### src/rtl/text_write_sequencer_if.sv
// Bundle of the UART byte handshake, cursor command pulses and the text-buffer RAM write port.
// Latency: none, wires only.
// Backpressure: the byte is held by the decoder until o_Byte_Release pulses; commands are never stalled.
interface text_write_sequencer_if;
    logic [7:0]  i_Byte;
    logic        i_Byte_Ready;
    logic        o_Byte_Release;
    logic        i_Cmd_Home;
    logic        i_Cmd_Left;
    logic        i_Cmd_Right;
    logic        i_Cmd_Down;
    logic        o_Wr_En;
    logic [11:0] o_Wr_Addr;
    logic [7:0]  o_Wr_Data;
    logic [11:0] o_Cursor;
    logic        o_Busy;

    // Sequencer side.
    modport slave (
        input  i_Byte, i_Byte_Ready,
        input  i_Cmd_Home, i_Cmd_Left, i_Cmd_Right, i_Cmd_Down,
        output o_Byte_Release, o_Wr_En, o_Wr_Addr, o_Wr_Data, o_Cursor, o_Busy
    );

    // Decoder / control side.
    modport master (
        output i_Byte, i_Byte_Ready,
        output i_Cmd_Home, i_Cmd_Left, i_Cmd_Right, i_Cmd_Down,
        input  o_Byte_Release, o_Wr_En, o_Wr_Addr, o_Wr_Data, o_Cursor, o_Busy
    );
endinterface

### src/rtl/text_write_sequencer.sv
// Turns received UART bytes and cursor commands into text-buffer RAM writes and cursor moves.
// Latency: printable byte -> write 2 cycles after the Ready edge is sampled, release 1 cycle later.
// Backpressure: byte held by decoder until o_Byte_Release; optional screen clear (macro TEXT_CLEAR_EN).
module text_write_sequencer #(
    parameter int COLS = 80,
    parameter int ROWS = 30
) (
    input  logic                   i_Clk,
    input  logic                   i_Reset_n,
    text_write_sequencer_if.slave  bus
);

    localparam logic [11:0] COLS12   = 12'(COLS);
    localparam logic [11:0] COLS_M1  = 12'(COLS - 1);
    localparam logic [11:0] CELLS12  = 12'(COLS * ROWS);
    localparam logic [11:0] CELLS_M1 = 12'(COLS * ROWS - 1);

    localparam logic [7:0] CH_BS    = 8'h08;
    localparam logic [7:0] CH_CR    = 8'h0D;
`ifdef TEXT_CLEAR_EN
    localparam logic [7:0] CH_FF    = 8'h0C;
    localparam logic [7:0] CH_SPACE = 8'h20;
`endif

    typedef enum logic [2:0] {
        IDLE    = 3'd0,
        DECODE  = 3'd1,
        WRITE   = 3'd2,
        ADVANCE = 3'd3,
        RELEASE = 3'd4
`ifdef TEXT_CLEAR_EN
        ,
        CLEAR   = 3'd5
`endif
    } state_e;

    typedef enum logic [1:0] {
        CMD_HOME  = 2'd0,
        CMD_LEFT  = 2'd1,
        CMD_RIGHT = 2'd2,
        CMD_DOWN  = 2'd3
    } cmd_e;

    state_e      r_state;
    state_e      w_state_nxt;
    logic        r_ready_prev;
    logic        r_pend;
    logic [7:0]  r_byte;
    logic        r_cmd_vld;
    cmd_e        r_cmd;
    logic [11:0] r_cursor;
    logic [11:0] r_col;
    logic        r_wr_en;
    logic [11:0] r_wr_addr;
    logic [7:0]  r_wr_data;
    logic        r_release;

    logic        w_byte_edge;
    logic        w_cmd_pulse;
    cmd_e        w_cmd_code;
    logic        w_pend_clr;
    logic        w_cmd_clr;
    logic [7:0]  w_byte_nxt;
    logic [11:0] w_cursor_nxt;
    logic [11:0] w_col_nxt;
    logic        w_wr_en_nxt;
    logic [11:0] w_wr_addr_nxt;
    logic [7:0]  w_wr_data_nxt;
    logic        w_release_nxt;

    // Candidate cursor positions; the column is tracked alongside so CR needs no divider.
    logic [11:0] w_cur_inc, w_col_inc;
    logic [11:0] w_cur_dec, w_col_dec;
    logic [11:0] w_down_sum, w_cur_down;
    logic [11:0] w_cr_sum, w_cur_cr;

    assign w_byte_edge = bus.i_Byte_Ready & ~r_ready_prev;
    assign w_cmd_pulse = bus.i_Cmd_Home | bus.i_Cmd_Left | bus.i_Cmd_Right | bus.i_Cmd_Down;

    // Pick the highest-priority command among simultaneous pulses.
    always_comb begin
        w_cmd_code = CMD_DOWN;
        if (bus.i_Cmd_Home)       w_cmd_code = CMD_HOME;
        else if (bus.i_Cmd_Left)  w_cmd_code = CMD_LEFT;
        else if (bus.i_Cmd_Right) w_cmd_code = CMD_RIGHT;
    end

    // Wrapping cursor arithmetic, all kept within 0..CELLS-1.
    always_comb begin
        w_cur_inc  = (r_cursor == CELLS_M1) ? 12'd0 : r_cursor + 12'd1;
        w_col_inc  = (r_col == COLS_M1) ? 12'd0 : r_col + 12'd1;
        w_cur_dec  = (r_cursor == 12'd0) ? CELLS_M1 : r_cursor - 12'd1;
        w_col_dec  = (r_col == 12'd0) ? COLS_M1 : r_col - 12'd1;
        w_down_sum = r_cursor + COLS12;
        w_cur_down = (w_down_sum >= CELLS12) ? w_down_sum - CELLS12 : w_down_sum;
        w_cr_sum   = r_cursor - r_col + COLS12;
        w_cur_cr   = (w_cr_sum >= CELLS12) ? w_cr_sum - CELLS12 : w_cr_sum;
    end

    // Next-state and next-output decisions for the byte/command sequencer.
    always_comb begin
        w_state_nxt   = r_state;
        w_pend_clr    = 1'b0;
        w_cmd_clr     = 1'b0;
        w_byte_nxt    = r_byte;
        w_cursor_nxt  = r_cursor;
        w_col_nxt     = r_col;
        w_wr_en_nxt   = 1'b0;
        w_wr_addr_nxt = r_wr_addr;
        w_wr_data_nxt = r_wr_data;
        w_release_nxt = 1'b0;

        case (r_state)
            IDLE: begin
                if (r_cmd_vld) begin
                    // Commands are served ahead of bytes and complete in this cycle.
                    w_cmd_clr = 1'b1;
                    case (r_cmd)
                        CMD_HOME: begin
                            w_cursor_nxt = 12'd0;
                            w_col_nxt    = 12'd0;
                        end
                        CMD_LEFT: begin
                            w_cursor_nxt = w_cur_dec;
                            w_col_nxt    = w_col_dec;
                        end
                        CMD_RIGHT: begin
                            w_cursor_nxt = w_cur_inc;
                            w_col_nxt    = w_col_inc;
                        end
                        default: begin
                            w_cursor_nxt = w_cur_down;
                        end
                    endcase
                end else if (r_pend) begin
                    w_pend_clr  = 1'b1;
                    w_byte_nxt  = bus.i_Byte;
                    w_state_nxt = DECODE;
                end
            end

            DECODE: begin
                if (r_byte == CH_BS || r_byte == CH_CR) begin
                    w_state_nxt = ADVANCE;
`ifdef TEXT_CLEAR_EN
                end else if (r_byte == CH_FF) begin
                    w_wr_en_nxt   = 1'b1;
                    w_wr_addr_nxt = 12'd0;
                    w_wr_data_nxt = CH_SPACE;
                    w_state_nxt   = CLEAR;
`endif
                end else begin
                    w_wr_en_nxt   = 1'b1;
                    w_wr_addr_nxt = r_cursor;
                    w_wr_data_nxt = r_byte;
                    w_state_nxt   = WRITE;
                end
            end

            // The write cycle also steps the cursor so the release follows directly.
            WRITE: begin
                w_cursor_nxt  = w_cur_inc;
                w_col_nxt     = w_col_inc;
                w_release_nxt = 1'b1;
                w_state_nxt   = RELEASE;
            end

            ADVANCE: begin
                if (r_byte == CH_BS) begin
                    w_cursor_nxt = w_cur_dec;
                    w_col_nxt    = w_col_dec;
                end else begin
                    w_cursor_nxt = w_cur_cr;
                    w_col_nxt    = 12'd0;
                end
                w_release_nxt = 1'b1;
                w_state_nxt   = RELEASE;
            end

`ifdef TEXT_CLEAR_EN
            // Sweep every cell with a space, one per cycle, then home the cursor.
            CLEAR: begin
                if (r_wr_addr == CELLS_M1) begin
                    w_cursor_nxt  = 12'd0;
                    w_col_nxt     = 12'd0;
                    w_release_nxt = 1'b1;
                    w_state_nxt   = RELEASE;
                end else begin
                    w_wr_en_nxt   = 1'b1;
                    w_wr_addr_nxt = r_wr_addr + 12'd1;
                end
            end
`endif

            RELEASE: begin
                w_state_nxt = IDLE;
            end

            default: begin
                w_state_nxt = IDLE;
            end
        endcase
    end

    // State register and registered outputs.
    always_ff @(posedge i_Clk or negedge i_Reset_n) begin
        if (!i_Reset_n) begin
            r_state   <= IDLE;
            r_byte    <= 8'd0;
            r_cursor  <= 12'd0;
            r_col     <= 12'd0;
            r_wr_en   <= 1'b0;
            r_wr_addr <= 12'd0;
            r_wr_data <= 8'd0;
            r_release <= 1'b0;
        end else begin
            r_state   <= w_state_nxt;
            r_byte    <= w_byte_nxt;
            r_cursor  <= w_cursor_nxt;
            r_col     <= w_col_nxt;
            r_wr_en   <= w_wr_en_nxt;
            r_wr_addr <= w_wr_addr_nxt;
            r_wr_data <= w_wr_data_nxt;
            r_release <= w_release_nxt;
        end
    end

    // Byte-ready edge detector and one-deep pending flag; a new edge wins over a clear.
    always_ff @(posedge i_Clk or negedge i_Reset_n) begin
        if (!i_Reset_n) begin
            r_ready_prev <= 1'b0;
            r_pend       <= 1'b0;
        end else begin
            r_ready_prev <= bus.i_Byte_Ready;
            if (w_byte_edge)     r_pend <= 1'b1;
            else if (w_pend_clr) r_pend <= 1'b0;
        end
    end

    // One-deep command slot; a fresh pulse overwrites whatever is waiting.
    always_ff @(posedge i_Clk or negedge i_Reset_n) begin
        if (!i_Reset_n) begin
            r_cmd_vld <= 1'b0;
            r_cmd     <= CMD_HOME;
        end else begin
            if (w_cmd_pulse) begin
                r_cmd_vld <= 1'b1;
                r_cmd     <= w_cmd_code;
            end else if (w_cmd_clr) begin
                r_cmd_vld <= 1'b0;
            end
        end
    end

    assign bus.o_Wr_En        = r_wr_en;
    assign bus.o_Wr_Addr      = r_wr_addr;
    assign bus.o_Wr_Data      = r_wr_data;
    assign bus.o_Byte_Release = r_release;
    assign bus.o_Cursor       = r_cursor;
    assign bus.o_Busy         = (r_state != IDLE);

endmodule

### src/flat_wrapper.sv
// flat-port wrapper written by rule: the top's interface ports become plain ports
module text_write_sequencer_flat 
#(
    parameter int COLS = 80,
    parameter int ROWS = 30
)
  (i_Clk, i_Reset_n, bus_i_Byte, bus_i_Byte_Ready, bus_i_Cmd_Home, bus_i_Cmd_Left, bus_i_Cmd_Right, bus_i_Cmd_Down, bus_o_Byte_Release, bus_o_Wr_En, bus_o_Wr_Addr, bus_o_Wr_Data, bus_o_Cursor, bus_o_Busy);
  text_write_sequencer_if bus_i ();
  input  logic i_Clk;
  input  logic i_Reset_n;
  input wire logic [$bits(bus_i.i_Byte)-1:0] bus_i_Byte;
  input wire logic [$bits(bus_i.i_Byte_Ready)-1:0] bus_i_Byte_Ready;
  input wire logic [$bits(bus_i.i_Cmd_Home)-1:0] bus_i_Cmd_Home;
  input wire logic [$bits(bus_i.i_Cmd_Left)-1:0] bus_i_Cmd_Left;
  input wire logic [$bits(bus_i.i_Cmd_Right)-1:0] bus_i_Cmd_Right;
  input wire logic [$bits(bus_i.i_Cmd_Down)-1:0] bus_i_Cmd_Down;
  output wire logic [$bits(bus_i.o_Byte_Release)-1:0] bus_o_Byte_Release;
  output wire logic [$bits(bus_i.o_Wr_En)-1:0] bus_o_Wr_En;
  output wire logic [$bits(bus_i.o_Wr_Addr)-1:0] bus_o_Wr_Addr;
  output wire logic [$bits(bus_i.o_Wr_Data)-1:0] bus_o_Wr_Data;
  output wire logic [$bits(bus_i.o_Cursor)-1:0] bus_o_Cursor;
  output wire logic [$bits(bus_i.o_Busy)-1:0] bus_o_Busy;
  assign bus_i.i_Byte = bus_i_Byte;
  assign bus_i.i_Byte_Ready = bus_i_Byte_Ready;
  assign bus_i.i_Cmd_Home = bus_i_Cmd_Home;
  assign bus_i.i_Cmd_Left = bus_i_Cmd_Left;
  assign bus_i.i_Cmd_Right = bus_i_Cmd_Right;
  assign bus_i.i_Cmd_Down = bus_i_Cmd_Down;
  assign bus_o_Byte_Release = bus_i.o_Byte_Release;
  assign bus_o_Wr_En = bus_i.o_Wr_En;
  assign bus_o_Wr_Addr = bus_i.o_Wr_Addr;
  assign bus_o_Wr_Data = bus_i.o_Wr_Data;
  assign bus_o_Cursor = bus_i.o_Cursor;
  assign bus_o_Busy = bus_i.o_Busy;
  text_write_sequencer #(.COLS(COLS), .ROWS(ROWS)) u_core (.i_Clk(i_Clk), .i_Reset_n(i_Reset_n), .bus(bus_i));
endmodule
### config.mk
export PLATFORM = sky130hd
export DESIGN_NAME = text_write_sequencer_flat
export DESIGN_NICKNAME = d
export VERILOG_FILES = /design/src/rtl/text_write_sequencer_if.sv /design/src/rtl/text_write_sequencer.sv /design/src/flat_wrapper.sv
export SDC_FILE = /design/constraint.sdc
export NUM_CORES = 1
export LEC_CHECK = 0
export ABC_AREA = 1
export BUFFER_PORTS_ARGS = -buffer_cell sky130_fd_sc_hd__buf_2
export CAP_MARGIN = 0
export CORE_MARGIN = 5
export CORE_UTILIZATION = 30
export DETAILED_ROUTE_END_ITERATION = 12
export PLACE_DENSITY_LB_ADDON = 0.08
export SLEW_MARGIN = 20
export SYNTH_ARGS = -nofsm -noshare
export SYNTH_HDL_FRONTEND = slang
export SYNTH_SLANG_ARGS = --single-unit
export TNS_END_PERCENT = 5
### constraint.sdc
create_clock -name i_Clk -period 7.1 [get_ports i_Clk]
set_input_delay 0.355 -clock i_Clk [delete_from_list [all_inputs] [get_ports i_Clk]]
set_output_delay 0.355 -clock i_Clk [all_outputs]
set_load 0.05 [all_outputs]
Word-level counts from Yosys, hierarchy flattened

Cells that the tools add are included.

Bits in registers: 62
Latch bits: 0
Memory bits (writable): 0
Memory bits (read-only): 0
Input bits: 15
Output and inout port bits: 35
Logic and storage cells: 91
Memories: 0

Add/subtract/negate cells: 9
Multiply operators: 0
Div/mod/pow operators: 0
Magnitude comparators: 2
Equal/unequal tests: 13
Shifts and indexed selects: 0
Muxes and demuxes: 33
Bitwise operators: 7
Reduce and logical (&&, ||, !) cells: 15

Operator list:

| operator               | number |
|---|---|
| $pmux 12 s3            | 4 |
| $mux 12                | 10 |
| $add 12x1->12 const B  | 2 |
| $add 12x7->12 const B  | 2 |
| $ge 12x12->1 const B   | 2 |
| $logic_not 12->1       | 2 |
| $sub 12x1->12 const B  | 2 |
| $sub 12x12->12 const B | 2 |
| $eq 8x4->1 const B     | 2 |
| $mux 1                 | 14 |
| $eq 12x12->1 const B   | 1 |
| $eq 12x7->1 const B    | 1 |
| $sub 12x12->12         | 1 |
| $pmux 3 s3             | 1 |
| $eq 3x2->1 const B     | 2 |
| $mux 3                 | 2 |
| $reduce_and 2->1       | 3 |
| $reduce_and 3->1       | 2 |
| $reduce_bool 3->1      | 2 |
| $mux 2                 | 2 |
| $ne 2x1->1 const B     | 2 |
| $ne 4x4->1 const B     | 1 |
| $reduce_bool 2->1      | 2 |
| $eq 3x1->1 const B     | 1 |
| other kinds (10)       | 14 |

Logic depth before layout (Yosys ltp)

Gate-level depths: netlist (run 1).

Depth in word-level cells: 6
Depth in mapped cells: 23
Mapped depth without buffers: 22

Least setup slack after synthesis (run 1)

No wires, ideal clock.

Path type: register to register
Start: register u_core.r_cursor[1] (netlist: u_core.bus.o_Cursor[1])
End: register u_core.r_cursor[9] (netlist: u_core.bus.o_Cursor[9])
Setup time: 0.122 ns
Data arrival time: 2.967 ns
Required time: 6.978 ns
Slack: 4.011 ns
Cell stages (with the launch flop): 20
Buffers on the path: 0
Clock period less this slack: 3.089 ns
Path through: dfrtp_1 ha_1 ha_1 fa_1 nand2_1 nand3_2 nand2_1 xor2_1 inv_1 ha_1 inv_1 nand2_1 nand2_1 nand2_1 nand2_1 nand3_1 nand2_1 nand2_1 nand2_1 a21oi_1

Cells in the longest elaborated chain, start to end: 6
Elaborated cells on any way between the ends: 19
Classes of those cells: add/sub: 7; order compare: 2; eq/ne: 1; mux: 8; reduce/logical: 1

RTL lines:

| what                                                   | RTL line                                                 | RTL |
|---|---|---|
| start: declaration                                     | text_write_sequencer.sv:51                               | `logic [11:0] r_cursor;` |
| start signal: assignment                               | text_write_sequencer.sv:219                              | `r_cursor <= w_cursor_nxt;` |
| $sub 12x12->12 / $add 12x7->12 (equally long branches) | text_write_sequencer.sv:96, text_write_sequencer.sv:94   |  |
| $add 12x7->12, or another cell as far along            | text_write_sequencer.sv:96                               | `w_cr_sum = r_cursor - r_col + COLS12;` |
| $sub 12x12->12, or another cell as far along           | text_write_sequencer.sv:97                               | `w_cur_cr = (w_cr_sum >= CELLS12) ? w_cr_sum - CELLS12 : w_cr_sum;` |
| $mux 12 / $pmux 12 s3 (equally long branches)          | text_write_sequencer.sv:97, text_write_sequencer.sv:118  |  |
| $mux 12, on equally long branches                      | text_write_sequencer.sv:169, text_write_sequencer.sv:115 |  |
| $pmux 12 s3 *                                          | text_write_sequencer.sv:113                              | `case (r_state)` |

Every way passes the cells marked *; elsewhere a longest branch is shown, timed or not. The select of a mux whose other input is x is not followed.
A chain may end at the register's enable or synchronous reset.

Final worst setup path (run 1)

Start: register u_core.r_cursor[4] (netlist: u_core.bus.o_Cursor[4])
End: register u_core.r_cursor[9] (netlist: u_core.bus.o_Cursor[9])

The elaborated chain is that of the path after synthesis.

==> results of run 1 <==
per-layer routing:
metal	GRT usage (%)	routed length (um)
met1	24.8	8510
met2	25.2	7260
met3	3.95	1020
met4	5.80	392
met5	0	0
how the worst max path moves through the flow:
stage / end / from
3_3_place_gp: u_core.bus.o_Cursor[9] / u_core.r_col[1]
3_5_place_dp: u_core.bus.o_Cursor[9] / u_core.bus.o_Cursor[4]
4_1_cts: u_core.bus.o_Cursor[9] / u_core.bus.o_Cursor[4]
6_report: u_core.bus.o_Cursor[9] / u_core.bus.o_Cursor[4]
2_1_floorplan: u_core.bus.o_Cursor[9] / u_core.bus.o_Cursor[1]
5_1_grt: u_core.bus.o_Cursor[9] / u_core.bus.o_Cursor[4]
cells in the final DEF (no fill, tap or decap), drive strengths merged, types with 2 or more instances in the layout:
cell type	count
a21oi	38
a221oi	3
a22oi	5
a31oi	4
buf	50
clkbuf	9
clkinv	3
clkinvlp	2
dfrtp	62
ha	35
inv	112
nand2	251
nand3	70
nand3b	2
nand4	14
nor2	68
nor3	12
o211ai	6
o21ai	63
o22ai	3
o31ai	3
or2	2
xor2	14
cell usage after synthesis, types with 5 or more instances:
library cell  count
nand2_1         230
nor3_1            9
o21ai_1           7
a22oi_1           5
dfrtp_1          62
o211ai_1          6
nor2_1           61
nand2_2          17
buf_2             6
nand4_1          13
inv_2            12
inv_1            96
o21ai_0          53
ha_1             35
nand3_1          66
xor2_1           13
a21oi_1          36
power by group through the flow:
stage	clock [mW]	sequential, mW	combinational (mW)
2_1_floorplan	0	0.641	0.930
3_3_place_gp	0	0.530	1.35
3_5_place_dp	0	0.533	1.35
4_1_cts	0.477	0.527	1.36
5_1_grt	0.496	0.539	1.51
6_report	0.465	0.526	1.35
sequential cells by signal, summed over array words and instances (netlist names), 2 cells and up:
register	flops
u_core.bus.o_Cursor	12
u_core.bus.o_Wr_Addr	12
u_core.r_col	12
u_core.bus.o_Wr_Data	8
u_core.r_byte	8
u_core.r_state	3
u_core.r_cmd	2
cell type report:
type / instances / area [um^2] / area share [%]
Multi-Input combinational cell: 602 / 3240 / 53.5
Sequential cell: 62 / 1550 / 25.6
Inverter: 111 / 424 / 7.01
Tap cell: 225 / 282 / 4.65
Timing Repair Buffer: 50 / 253 / 4.17
Clock buffer: 9 / 225 / 3.72
Clock inverter: 7 / 80.1 / 1.32
logic make-up after synthesis:
logic type,Yosys count,share of synthesized area (%)
AOI/OAI and AO/OA,129,13.8
xor gates and xnor gates,15,2.83
adders and majority gates,36,8.62
buffers and inverters,128,9.89
DFF,62,29.2
and+or+nand+nor,422,35.7
==> flow_summary.json, run 1 <==
{
  "max-vdd-ir-drop_v": 0.000150,
  "layout_setup_ws_ns": 3.95,
  "grt_use_total_pct": 17.2,
  "chipWidth_um": 143,
  "synthFlopType": "dfrtp_1",
  "drtIter0Drc": 354,
  "hold_buffers": 0,
  "n_fill_cell": 1860,
  "p_seq_share_pct": 22.5,
  "pin_count": 50,
  "initial_utilization_pct": 30.6,
  "crit_buf_inv": 5,
  "period_share_pct": 44.4,
  "synth.avg_cell_area_um2": 6.71,
  "routed_via_density": 4.96,
  "synthTopCellsByArea": "dfrtp_1, nand2_1, ha_1, inv_1, nand3_1",
  "grt_first_pass_wirelength_mm": 27.2,
  "worstRegToRegCells": 20,
  "tritoncts": "done",
  "crit_chain": "inv_1, ha_1, inv_1, ha_1, inv_1, nand2_1, nand2_1, xor2_1, inv_1, ha_1, inv_1, nand2_1, nand2_1, nand2_1, nand2_1, nand3_1, nand2_1, nand2_1, nand2_1, a21oi_1",
  "synth_edf_count": 0,
  "finalHoldViolCount": 0,
  "nNetsFinal": 887,
  "r2r_start": "u_core.bus.o_Cursor[4]",
  "p_per_area_nw_per_um2": 387,
  "reg2reg_slack_ns": 3.95,
  "ctsResizeCount": 0,
  "placedInstanceArea_um2": 5750,
  "synth_nets": 843,
  "critPathKind": "flop to flop",
  "antenna_found_initial": 0,
  "root_buffer": "clkbuf_16",
  "coreArea_um2": 17400,
  "yosys.area.top_type_share_pct": 29.2,
  "h-tree-depth": 3,
  "numCtsBuffers": 9,
  "fin_tns_setup_ns": 0,
  "p_total_mw": 2.34,
  "cp_num_cells": 20,
  "power.switching_mw": 1.22,
  "synthToLayoutAreaGrowth_pct": 13.9,
  "place_ws_ns": 4.01,
  "clkTransAtPathRegs_ns": 0.07,
  "cp_slowest_stage_delay_ns": 0.59,
  "grt_max_degree": 63,
  "dp_cells": 1050,
  "min_to": "u_core.r_ready_prev",
  "internal_power_mw": 1.12,
  "rsz0062_at_grt": "no",
  "vias": 5283,
  "port-buffer-count": 49,
  "fin_skew_ns": 0.00890,
  "startpoint_type": "flop",
  "final_cells": 1066,
  "p_leak_nw": 3.16,
  "rows": 48,
  "setup_violations": 0,
  "diodes": 0,
  "drtPass1Iterations": 5,
  "synthCells": 792,
  "insertion_delay_ns": 0.35,
  "die_h_um": 143,
  "ys_seq_area_share_pct": 29.2,
  "min_path_cells": 1,
  "yosysTopAreaCell": "dfrtp_1",
  "cp_max_fo": 12,
  "die_area_um2": 20500,
  "synthArstFlopShare_pct": 100,
  "crit_required_ns": 7.33,
  "ys.warnings.count": 0,
  "hold_start": "bus_i_Byte_Ready",
  "dp_hpwl_mm": 13.5,
  "hold_ws_ns": 0.132,
  "first_global_vias": 4945,
  "clock_sinks": 62,
  "relSlewSlack_pct": 43.4,
  "status": "finished, final reports clean",
  "slew_violations": 0,
  "crit_family": "adder cells",
  "cts.path.max_buffers": 2,
  "max_cap_viol_count": 0,
  "cp_common_cell": "nand2_1",
  "arrival_ns": 3.38,
  "cts_post_setup_buffers_inserted": 0,
  "p_sw_share_pct": 52.0,
  "timing.rr.end": "u_core.bus.o_Cursor[9]",
  "ys_ff_latch": 62,
  "overflow": 0,
  "max_freq_mhz": 317,
  "final_layout_size_suffix_gt1_share_pct": 15.0,
  "drcViolationCount": 0,
  "synth_cell_types": 48,
  "syn-cell-area_um2": 5310,
  "period_minus_slack_ns": 3.15,
  "fin_util_pct": 34.9,
  "tightest_slew_ns": 0.848,
  "wire_per_inst_um": 16.1,
  "design_area_um2": 6050,
  "pwr-share-clk_pct": 19.8,
  "pwr-share-comb_pct": 57.7,
  "gp_congestion": 0.905,
  "crit_slowest_cell": "dfrtp_1",
  "cp-end-kind": "flop",
  "ant_nets": 0,
  "hp-class": "input pin to flop",
  "wirelength_mm": 17.2
}
(Power assumes the default switching activity.)
==> inputs of run 2 (changes only) <==
clock period = 2.65 ns   (was 7.1 ns; I/O delays follow)
==> flow_summary.json, run 2 (synthesized netlist as in run 1, its figures left out) <==
{
  "reg2reg_slack_ns": 0.12,
  "fin_tns_setup_ns": 0,
  "antenna_found_initial": 0,
  "clkTransAtPathRegs_ns": 0.07,
  "fin_skew_ns": 0.0121,
  "wire_per_inst_um": 15.8,
  "final_common_cell": "nand2_1",
  "overflow": 0,
  "max_cap_viol_count": 0,
  "pin_count": 50,
  "min_to": "u_core.r_cmd_vld",
  "hp-class": "input pin to flop",
  "final_layout_size_suffix_gt1_share_pct": 24.3,
  "drtIter0Drc": 383,
  "ant_nets": 0,
  "cp_slowest_stage_delay_ns": 0.43,
  "rsz0062_at_grt": "yes",
  "first_global_vias": 5508,
  "relSlewSlack_pct": 58.0,
  "tritoncts": "done",
  "cp_num_cells": 17,
  "finalHoldViolCount": 0,
  "clock_sinks": 62,
  "chipWidth_um": 143,
  "timing.rr.end": "u_core.bus.o_Cursor[6]",
  "layout_setup_ws_ns": 0.124,
  "h-tree-depth": 3,
  "gp_congestion": 0.924,
  "tightest_slew_ns": 0.630,
  "nNetsFinal": 957,
  "cp-end-kind": "flop",
  "routed_via_density": 4.88,
  "die_h_um": 143,
  "crit_slowest_cell": "dfrtp_2",
  "drcViolationCount": 0,
  "slew_violations": 0,
  "diodes": 0,
  "die_area_um2": 20500,
  "crit_family": "simple AND/OR/NAND/NOR gates",
  "max_freq_mhz": 396,
  "p_leak_nw": 3.48,
  "critPathKind": "flop to flop",
  "crit_required_ns": 2.91,
  "vias": 5543,
  "status": "finished, final reports clean",
  "dp_hpwl_mm": 14.2,
  "wirelength_mm": 18.0,
  "max-vdd-ir-drop_v": 0.000377,
  "root_buffer": "clkbuf_16",
  "coreArea_um2": 17400,
  "insertion_delay_ns": 0.34,
  "drtPass1Iterations": 5,
  "layout_common_cells": "nand2_1, inv_1, nand3_1",
  "cp_max_fo": 5,
  "p_per_area_nw_per_um2": 1040,
  "worstRegToRegCells": 17,
  "place_ws_ns": 0.0166,
  "grt_use_total_pct": 18.1,
  "period_share_pct": 95.3,
  "initial_utilization_pct": 30.6,
  "hold_ws_ns": 0.0385,
  "period_minus_slack_ns": 2.53,
  "crit_chain": "ha_4, ha_4, fa_2, nand2_2, nand3_2, buf_4, nand3_1, nand2_1, nand2_1, nand2_2, o21ai_4, nand2_2, nand2_4, nand3_1, nand3_1, nand2_1, a21oi_2",
  "startpoint_type": "flop",
  "crit_buf_inv": 1,
  "grt_first_pass_wirelength_mm": 29.0,
  "rows": 48,
  "min_path_cells": 3,
  "port-buffer-count": 49,
  "numCtsBuffers": 9,
  "hold_start": "bus_i_Cmd_Right",
  "cts.path.max_buffers": 2,
  "setup_violations": 0,
  "fin_util_pct": 39.0,
  "r2r_start": "u_core.bus.o_Cursor[1]",
  "synthToLayoutAreaGrowth_pct": 27.4,
  "grt_max_degree": 41,
  "arrival_ns": 2.79
}
==> run 2: cell types whose count changed in the layout (fill, tap and decap cells not counted), sizes merged <==
cell,previous run,this run
buf,50,109
dlygate4sd3,0,11
bufinv,1,0
clkinvlp,2,3
==> run 2: final cells by class <==
cell class	count	area [um^2]
Fill cell	1880	10600
Multi-Input combinational cell	602	3410
Sequential cell	62	1560
Timing Repair Buffer	120	818
Inverter	111	424
Tap cell	225	282
Clock buffer	9	225
Clock inverter	7	56.3
==> run 2: worst reg2reg max path, cell delays in order, from the launching register on <==
cell     delay, ns
dfrtp_2       0.43
ha_4          0.25
ha_4          0.16
fa_2          0.35
nand2_2       0.08
nand3_2       0.08
buf_4         0.15
nand3_1       0.08
nand2_1       0.05
nand2_1       0.07
nand2_2       0.09
o21ai_4       0.09
nand2_2       0.12
nand2_4       0.10
nand3_1       0.07
nand3_1       0.10
nand2_1       0.08
a21oi_2       0.13
==> run 2: worst max-delay path by stage <==
stage,start,to,slack [ns]
after floorplan,u_core.bus.o_Cursor[0],u_core.bus.o_Cursor[9],-0.02
after global placement,u_core.r_col[1],u_core.bus.o_Cursor[9],0.09
after detailed placement,u_core.r_col[1],u_core.bus.o_Cursor[6],0.02
after CTS,u_core.r_col[1],u_core.bus.o_Cursor[6],0.03
after global routing,u_core.bus.o_Cursor[5],u_core.bus.o_Cursor[7],-0.06
final,u_core.bus.o_Cursor[1],u_core.bus.o_Cursor[6],0.12
==> run 2: what timing repair did <==
item | CTS | global route
endpoints found under the setup margin | 1 | 7
gates resized for setup | 1 | 21
setup buffers | 0 | 3
endpoints found under the hold margin | 32 | 0
pin swaps | 0 | 13
hold buffers | 11 | 0
==> run 2: metal layers <==
metal  up-vias  GRT usage, %  routed length (um)
li1       2803             -                   -
met1      2591          24.0                8370
met2       123          30.0                8490
met3        26          3.11                 714
met4         0          5.55                 375
met5         -             0                   0
==> run 2: power breakdown <==
| group | switching, mW | total, mW | internal, mW |
|---|---|---|---|
| Clock | 0.507 | 1.15 | 0.645 |
| Sequential | 0.146 | 1.29 | 1.14 |
| Combinational | 2.88 | 4.61 | 1.72 |
==> run 2: metrics by stage <==
| step | cell area [um^2] | cells | total power [mW] |
|---|---|---|---|
| detailed placement | 6250 | 1106 | 5.65 |
| finish | 6770 | 1136 | 7.04 |
| floorplan | 5390 | 792 | 4.33 |
| global route | 6770 | 1136 | 7.67 |
| CTS | 6650 | 1133 | 6.86 |
| global placement | 6250 | 1106 | 5.62 |
==> inputs of run 3 (changes only) <==
clock period = 3.14 ns   (was 2.65 ns; I/O delays follow)
==> flow_summary.json, run 3 (synthesized netlist as in run 1, its figures left out) <==
{
  "status": "finished, final reports clean",
  "ant_nets": 0,
  "max-vdd-ir-drop_v": 0.000456,
  "drtIter0Drc": 378,
  "cp-end-kind": "flop",
  "root_buffer": "clkbuf_16",
  "wire_per_inst_um": 16.0,
  "h-tree-depth": 3,
  "die_area_um2": 20500,
  "coreArea_um2": 17400,
  "nNetsFinal": 912,
  "grt_max_degree": 30,
  "overflow": 0,
  "tritoncts": "done",
  "p_total_mw": 5.51,
  "dr_wl_met3_mm": 1.04,
  "design_area_um2": 6270,
  "hold_ws_ns": 0.0152,
  "initial_utilization_pct": 30.6,
  "chipWidth_um": 143,
  "drcViolationCount": 0,
  "antenna_found_initial": 0,
  "wirelength_mm": 17.4,
  "final_cells": 1091,
  "n_fill_cell": 1824,
  "grt_first_pass_wirelength_mm": 28.1,
  "routed_via_density": 4.90,
  "diodes": 0,
  "highest_layer": "met4",
  "finalHoldViolCount": 0,
  "place_ws_ns": 0.202,
  "wl_met1_mm": 8.54,
  "gp_congestion": 0.907,
  "fin_tns_setup_ns": 0,
  "placedInstanceArea_um2": 5920,
  "cts_post_setup_buffers_inserted": 0,
  "max_cap_viol_count": 0,
  "arrival_ns": 3.08,
  "slew_violations": 0,
  "p_leak_nw": 3.29,
  "layout_setup_ws_ns": 0.279,
  "numCtsBuffers": 9,
  "clock_sinks": 62,
  "dp_cells": 1073,
  "tightest_slew_ns": 0.699,
  "p_per_area_nw_per_um2": 879,
  "port-buffer-count": 49,
  "pin_count": 50,
  "dp_hpwl_mm": 14.0,
  "crit_required_ns": 3.36,
  "period_minus_slack_ns": 2.86,
  "startpoint_type": "flop",
  "dr_wl_met2_mm": 7.63,
  "cts.path.max_buffers": 2,
  "rsz0062_at_grt": "no",
  "synthToLayoutAreaGrowth_pct": 18.0,
  "first_global_vias": 5218,
  "layout_common_cells": "nand2_1, inv_1, nand3_1",
  "period_share_pct": 91.1,
  "hp-class": "input pin to flop",
  "rows": 48,
  "final_layout_size_suffix_gt1_share_pct": 17.2,
  "drtPass1Iterations": 6,
  "clkTransAtPathRegs_ns": 0.06,
  "insertion_delay_ns": 0.34,
  "critPathKind": "flop to flop",
  "final_common_cell": "nand2_1",
  "relSlewSlack_pct": 53.4,
  "fin_skew_ns": 0.00797,
  "vias": 5350,
  "setup_violations": 0,
  "max_freq_mhz": 349,
  "die_h_um": 143,
  "cp_max_fo": 4,
  "fin_util_pct": 36.1,
  "grt_use_total_pct": 17.6
}
==> run 3: cell count changes in the layout (fill, tap and decap cells not counted), sizes merged <==
cell / before / now
buf: 109 / 73
bufinv: 0 / 2
clkinvlp: 3 / 1
dlygate4sd3: 11 / 2
==> run 3: path summary, 6_finish.rpt <==
kind | startpoint | to | slack, ns | cells after the start
worst max-delay path | u_core.r_col[1] | u_core.bus.o_Cursor[9] | 0.28 | 20
worst min register to register | u_core.r_ready_prev | u_core.r_pend | 0.42 | 1
min in group asynchronous | i_Reset_n | u_core.r_col[7] | 0.39 | 2
worst min-delay path | bus_i_Byte[2] | u_core.r_byte[2] | 0.02 | 3
worst max register to register | u_core.r_col[1] | u_core.bus.o_Cursor[9] | 0.28 | 20
max in group asynchronous | i_Reset_n | u_core.r_byte[3] | 2.01 | 3
==> run 3: cell type report <==
| class | instances | area (um^2) | share of cell area, % |
|---|---|---|---|
| multi-input cells | 602 | 3240 | 51.6 |
| flip-flops and latches | 62 | 1550 | 24.7 |
| repair buffers | 75 | 445 | 7.10 |
| inverters | 111 | 424 | 6.76 |
| well taps | 225 | 282 | 4.49 |
| clock buffers | 9 | 225 | 3.59 |
| clock inverters | 7 | 105 | 1.68 |
==> run 3: critical path: stages, from the launching register on <==
cell	delay [ns]
dfrtp_1	0.40
inv_1	0.12
ha_1	0.24
ha_1	0.27
fa_2	0.40
nand2_1	0.09
nand3_2	0.08
nand2_1	0.08
xor2_1	0.18
inv_1	0.08
ha_1	0.18
inv_1	0.08
nand2_1	0.07
nand2_1	0.08
nand2_1	0.05
nand2_1	0.05
nand3_1	0.07
nand2_1	0.07
nand2_1	0.04
nand2_1	0.05
a21oi_1	0.05
==> run 3: metal layers <==
layer  vias to the layer above  track usage (%)
met5                         -                0
met4                         0             3.95
met3                        17             3.72
met2                       171             27.2
met1                      2446             25.2
li1                       2716                -
==> run 3: where the power goes <==
part / internal (mW) / total (mW) / switching [mW] / leakage, nW
combinational: 1.06 / 3.28 / 2.22 / 2.35
sequential: 0.958 / 1.08 / 0.125 / 0.788
clock: 0.708 / 1.15 / 0.439 / 0.159
==> run 3: repair_timing <==
action,CTS,global route
endpoints found under the hold margin,28,0
setup endpoints to repair,0,1
gates resized for setup,0,1
hold buffers,2,0
